===== src/rtl/beep_sequencer_pkg.sv =====
// Shared definitions for the beep sequencer: state encoding, timer width and
// the reference clock rate.
package beep_sequencer_pkg;

  typedef enum logic [1:0] {
    IDLE   = 2'd0,
    BEEP   = 2'd1,
    GAP    = 2'd2,
    FINISH = 2'd3
  } state_t;

  localparam int unsigned TIMER_W = 28;
  localparam int unsigned CLK_HZ  = 50000000;

  // Reload value for a phase that must last `cycles` clocks.
  function automatic logic [TIMER_W-1:0] phase_load(input int unsigned cycles);
    return TIMER_W'(cycles - 1);
  endfunction

endpackage


===== src/rtl/beep_sequencer_beat_timer.sv =====
// Loadable down-counter with a zero flag; holds at zero until reloaded.
module beat_timer
  import beep_sequencer_pkg::*;
(
  input  logic               clock_in,
  input  logic               reset_n,
  input  logic               load,
  input  logic [TIMER_W-1:0] value,
  output logic               zero
);

  logic [TIMER_W-1:0] count;

  always_ff @(posedge clock_in) begin
    if (!reset_n) begin
      count <= '0;
    end else if (load) begin
      count <= value;
    end else if (count != '0) begin
      count <= count - TIMER_W'(1);
    end
  end

  assign zero = (count == '0);

endmodule


===== src/rtl/beep_sequencer.sv =====
// Gates an incoming tone onto the buzzer as REPEAT beeps separated by silent
// gaps, reporting busy, the current beep index and a done pulse.
module beep_sequencer
  import beep_sequencer_pkg::*;
#(
  parameter int unsigned BEEP_CYCLES = 12500000,
  parameter int unsigned GAP_CYCLES  = 12500000,
  parameter int unsigned REPEAT      = 3
) (
  input  logic       clock_in,
  input  logic       reset_n,
  input  logic       start,
  input  logic       tone_in,
  output logic       buzzer_out,
  output logic       busy,
  output logic       done,
  output logic [3:0] beep_index
);

  localparam logic [TIMER_W-1:0] BEEP_LOAD  = phase_load(BEEP_CYCLES);
  localparam logic [TIMER_W-1:0] GAP_LOAD   = phase_load(GAP_CYCLES);
  localparam logic [3:0]         LAST_INDEX = 4'(REPEAT - 1);

  state_t             state;
  state_t             state_next;
  logic [3:0]         index_next;
  logic               start_q;
  logic               tone_q;
  logic               launch;
  logic               timer_load;
  logic [TIMER_W-1:0] timer_value;
  logic               timer_zero;

  assign launch = start & ~start_q;

  beat_timer u_beat_timer (
    .clock_in (clock_in),
    .reset_n  (reset_n),
    .load     (timer_load),
    .value    (timer_value),
    .zero     (timer_zero)
  );

  always_comb begin
    state_next  = state;
    index_next  = beep_index;
    timer_load  = 1'b0;
    timer_value = '0;
    unique case (state)
      IDLE: begin
        if (launch) begin
          state_next  = BEEP;
          index_next  = '0;
          timer_load  = 1'b1;
          timer_value = BEEP_LOAD;
        end
      end
      BEEP: begin
        if (timer_zero) begin
          if (beep_index == LAST_INDEX) begin
            state_next = FINISH;
          end else begin
            state_next  = GAP;
            timer_load  = 1'b1;
            timer_value = GAP_LOAD;
          end
        end
      end
      GAP: begin
        if (timer_zero) begin
          state_next  = BEEP;
          index_next  = beep_index + 4'd1;
          timer_load  = 1'b1;
          timer_value = BEEP_LOAD;
        end
      end
      FINISH: begin
        state_next = IDLE;
        index_next = '0;
      end
      default: begin
        state_next = IDLE;
        index_next = '0;
      end
    endcase
  end

  // Outputs decode the next state so busy, done and the buzzer envelope all
  // change on the same edge as the state register.
  always_ff @(posedge clock_in) begin
    // start_q keeps tracking during reset so a start held through reset
    // cannot masquerade as a fresh rising edge afterwards.
    start_q <= start;
    if (!reset_n) begin
      state      <= IDLE;
      beep_index <= '0;
      tone_q     <= 1'b0;
      buzzer_out <= 1'b0;
      busy       <= 1'b0;
      done       <= 1'b0;
    end else begin
      state      <= state_next;
      beep_index <= index_next;
      tone_q     <= tone_in;
      buzzer_out <= tone_q & (state_next == BEEP);
      busy       <= (state_next != IDLE);
      done       <= (state_next == FINISH);
    end
  end

endmodule

===== config.mk =====
export PLATFORM = sky130hd
export DESIGN_NAME = beep_sequencer
export DESIGN_NICKNAME = d
export VERILOG_FILES = /design/src/rtl/beep_sequencer_pkg.sv /design/src/rtl/beep_sequencer_beat_timer.sv /design/src/rtl/beep_sequencer.sv
export SDC_FILE = /design/constraint.sdc
export NUM_CORES = 1
export LEC_CHECK = 0
export BUFFER_PORTS_ARGS = -buffer_cell sky130_fd_sc_hd__buf_2
export CAP_MARGIN = 20
export CORE_MARGIN = 10
export CORE_UTILIZATION = 64
export DETAILED_ROUTE_END_ITERATION = 12
export HOLD_SLACK_MARGIN = 0.1
export PLACE_DENSITY_LB_ADDON = 0.3
export SYNTH_ARGS = -nofsm -noshare
export SYNTH_HDL_FRONTEND = slang
export SYNTH_HIERARCHICAL = 1
export SYNTH_SLANG_ARGS = --single-unit

===== constraint.sdc =====
create_clock -name clock_in -period 7.6 [get_ports clock_in]
set_input_delay 0 -clock clock_in [delete_from_list [all_inputs] [get_ports clock_in]]
set_output_delay 0 -clock clock_in [all_outputs]
set_load 0.05 [all_outputs]

# Word level (Yosys, flattened, before mapping)
# Cells that the tools add are included.
# classes
add_sub_neg	2
multipliers	0
n_div	0
magnitude_cmp	0
n_eq_ne	8
n_shift	0
muxes	20
n_bitwise	3
reduce_logical	7
# op_table
op	count
two-way mux 24 bit	4
case mux 24 bit (3 select lines)	1
two-way mux 28 bit	2
zero test 28 bit	1
nonzero test 28 bit	1
subtractor 28 x 1 -> 28 bit, second input constant	1
case mux 4 bit (3 select lines)	1
two-way mux 4 bit	2
case mux 2 bit (4 select lines)	1
equality test 2 bit, second input constant	3
two-way mux 2 bit	3
two-way mux 1 bit	5
adder 4 x 1 -> 4 bit, second input constant	1
equality test 2 x 1 -> 1 bit, second input constant	2
equality test 4 x 2 -> 1 bit, second input constant	1
!= test 2 bit, second input constant	2
nonzero test 2 bit	2
case mux 1 bit (3 select lines)	1
AND reduction 3 bit	1
nonzero test 3 bit	1
bitwise AND 1 bit	2
zero test 2 bit	1
NOT 1 bit	1
# totals
regBits	39
latchBits	0
ram_bits	0
romBits	0
inputBits	4
out_inout_bits	7
wordCells	48
n_memories	0

# Longest topological paths before layout
# depth
word_depth	6
ltp_mapped	14
mapped_depth_nobuf	11

# Cells and area by module
# The synthesis kept the hierarchy.
# modules_own_cells
module	instances	cells_each	area_each_um2	seq_area_each_um2
beat_timer	1	196	1552.7	560.5
beep_sequencer	1	55	545.5	220.2

# Least setup slack after synthesis
# OpenSTA, ideal clock, no wires.
# synth_timing
path_kind	register to register
start	register u_beat_timer.count[16]
end	register u_beat_timer.count[10]
setup_time_ns	0.072
t_arrival_ns	4.672
required_ns	7.528
setup_slack_ns	2.856
stages_incl_launch_ff	13
n_path_buf	3
period_less_slack_ns	4.744
cell_sequence	dfxtp_1 > or4_4 > or4_4 > nor4b_4 > buf_6 > inv_1 > o41ai_1 > inv_1 > clkbuf_1 > nor2_1 > clkbuf_1 > nand2_1 > o21ai_1
# synth_via
elab_chain_len	4
word_cells_on_any_way	10
cone_classes	mux (7); reduce/logical (3)
# synth_lines
element	line	rtl
start: declaration	beep_sequencer_beat_timer.sv:12	logic [TIMER_W-1:0] count;
start signal: assignment	beep_sequencer_beat_timer.sv:18	count <= value;
start signal: assignment	beep_sequencer_beat_timer.sv:20	count <= count - TIMER_W'(1);
zero test 28 bit (*)	beep_sequencer_beat_timer.sv:24	assign zero = (count == '0);
via timer_zero	beep_sequencer.sv:32	logic timer_zero;
two-way mux 1 bit (on tied branches)	beep_sequencer.sv:70, beep_sequencer.sv:59	
case mux 1 bit (3 select lines) (*)	beep_sequencer.sv:49	unique case (state)
via timer_load	beep_sequencer.sv:30	logic timer_load;
two-way mux 28 bit / nonzero test 2 bit (equally long branches)	-	
# The timed path passes the listed nets; every way through them passes the cells marked *.
# A chain may end at the register's enable or synchronous reset.

# Worst setup path after layout
# Ends and elaborated chain as after synthesis.

==> out/results.ini <==
[status]
outcome = completed

[logic_synthesis]
syn_area_sq_um = 2098
avgSynthCellArea_sq_um = 8.360
yosys.area_share.adder_pct = 2.385
synthXorXnorAreaFrac_pct = 7.513
netlist_instances = 251
ys_types = 46
yosys_warnings = 6
ys.flop_type = dfxtp_1
synth_top_family_by_area = simple AND/OR/NAND/NOR gates
async_flop_share_pct = 0
synthSimpleGateAreaFrac_pct = 28.86
ys_ff_latch = 39
synth_edf_count = 0
ys_seq_area_share_pct = 37.21
synth.area.mux_share_pct = 1.491
synth_compound_area_share_pct = 17.59

[setup_path]
critPathLaunchType = register
crit_chain = or4_4 -> or4_4 -> nor4b_4 -> inv_1 -> o41ai_2 -> buf_4 -> inv_1 -> nor2_1 -> nand2_1 -> o21ai_1
path_delay_family = simple AND/OR/NAND/NOR gates
slowest_stage = nor4b_4
cp-end-kind = register
critPathBufInv = 3
crit_arrival_ps = 4930
path_class = reg2reg
crit_path_max_incr_delay_ps = 820
crit_required_ps = 7880
crit_path_max_fanout = 29

[pwr]
leakagePower_nw = 0.8464
peakVddDrop_v = 0.0001615
power_density_nw_per_um2 = 304.4
pwr-share-seq_pct = 40.8
p_clk_share_pct = 15.8
combPwrFrac_pct = 43.4
switching_share_pct = 40.60
finalPower_uw = 696.9
p_int_uw = 414.0
switching_power_uw = 282.9

[run]
cap_violations = 0

[die]
fp.dieW_microns = 77.26
die-area_sq_um = 5969
io_pins = 11
row_count = 20
die_h_microns = 77.26
initial_utilization_pct = 67.62
core_sq_um = 3103

[timing]
tightest_slew_ps = 883.4
finalHoldViolCount = 0
finalCritPeriodShare_pct = 61.19
setup_viol = 0
clock_skew_ps = 8.501
tns_ps = 0
report.final.slew_viol_count = 0
rsz0062_at_grt = no
slew_headroom_pct = 40.86
fin_crit_ps = 4650
fmax_ghz = 0.2150

[routing]
vias = 1867
avgViaCountPerCell = 5.890
wl_microns = 4593
first_pass_iters = 4
wl_per_cell_microns = 14.49
drc = 0
drt_iter0_drc = 144
ant_nets = 0

[place]
gp_congestion = 0.8321
place.port_buffers = 10
hpwlAfterDp_microns = 3199

[clock_network]
cts_sinks = 39
cts_buffers = 5
cts_setup_buffers = 0
path_clk_slew_ps = 110
cts_root_buf = clkbuf_4
clockBufferDepth = 2
clk-insertion-delay-late_ps = 360
htreeDepth = 2
cts_tree = built

[global_routing]
grt_pass1_vias = 1790
grtUsageTotal_pct = 15.78
grt_pass1_wl_microns = 7935
grt_max_degree = 30
antenna_found_initial = 0
gr-total-overflow = 0

[finish]
mostFrequentLayoutCells = dfxtp_1, nand2_1, xnor2_1
diodes = 0
area_growth_syn_to_layout_pct = 9.124
finalNetCount = 281
drive_above_1_share_pct = 11.72
mostFrequentLayoutCell = dfxtp_1

[min_path]
hp-class = in2reg

[state kept, by name, summed over array words and instances (netlist names)]
register / cells
tone_q: 1
state: 2
beep_index: 4
u_beat_timer/count: 28
done: 1
buzzer_out: 1
start_q: 1
busy: 1
[metrics by stage]
step / hold slack (ps) / worst slack (ps) / instances / area, sq um / util (%)
after floorplan: 27.72 / 2856 / 262 / 2140 / -
after global placement: 133.5 / 3253 / 306 / 2193 / 70.69
after detailed placement: 141.7 / 3072 / 306 / 2193 / 70.69
after CTS: 290.8 / 3027 / 317 / 2290 / 73.79
after global routing: 316.9 / 2630 / 317 / 2290 / 73.79
final: 300.0 / 2950 / 317 / 2290 / 73.79
[cells by family after synthesis]
family                   Yosys count
AND/OR/NAND/NOR                  105
AO/OA/AOI/OAI                     61
adder cells (fa/ha/maj)            4
multiplexers                       3
flip-flops                        39
buffers and inverters             20
other                              1
XOR/XNOR                          18
[per-layer routing]
metal / vias up / routed length [microns] / global-route usage, %
met3: 8 / 239 / 3.963
met5: - / 0 / 0
li1: 943 / - / -
met4: 0 / 85 / 8.394
met2: 44 / 2162 / 25.50
met1: 872 / 2105 / 18.67
[final cells by class]
type                    instances  area, sq um
multi-input cells             203         1266
fillers                       282        813.3
flip-flops and latches         39        780.7
repair buffers                 15        97.59
well taps                      44        55.05
clock buffers                   6        51.30
inverters                       9        33.78
clock inverters                 1        5.005
[synth_stat cells (6+ instances only)]
cell type / number / share of area [%]
clkbuf_1: 6 / 1.1
a31oi_1: 6 / 1.8
inv_1: 9 / 1.6
dfxtp_1: 39 / 37
a21oi_1: 7 / 1.7
nor2_1: 6 / 1.1
nor3_1: 14 / 3.3
nand2_1: 28 / 5.0
or3_1: 7 / 2.1
o21ai_0: 12 / 2.9
o21ai_1: 17 / 4.1
nand3_1: 13 / 3.1
xnor2_1: 18 / 7.5
[power by group through the flow]
stage / Clock (mW) / Sequential [mW] / Combinational [mW]
after floorplan: 0 / 0.282 / 0.247
after global placement: 0 / 0.287 / 0.288
after detailed placement: 0 / 0.287 / 0.297
after CTS: 0.112 / 0.284 / 0.299
after global routing: 0.119 / 0.291 / 0.336
final: 0.110 / 0.284 / 0.302
[timing repair]
| item | CTS | global route |
|---|---|---|
| gates resized for setup | 0 | 0 |
| hold endpoints to repair | 17 | 0 |
| hold buffers | 4 | 0 |
[worst paths after layout]
| check | from | end | slack (ps) | cells after the start |
|---|---|---|---|---|
| max | u_beat_timer/count[16] | u_beat_timer/count[10] | 2950 | 10 |
| min | start | start_q | 300 | 2 |
| max reg2reg | u_beat_timer/count[16] | u_beat_timer/count[10] | 2950 | 10 |
| min reg2reg | tone_q | buzzer_out | 460 | 2 |
Note: power is estimated with default switching activity, not from simulation.
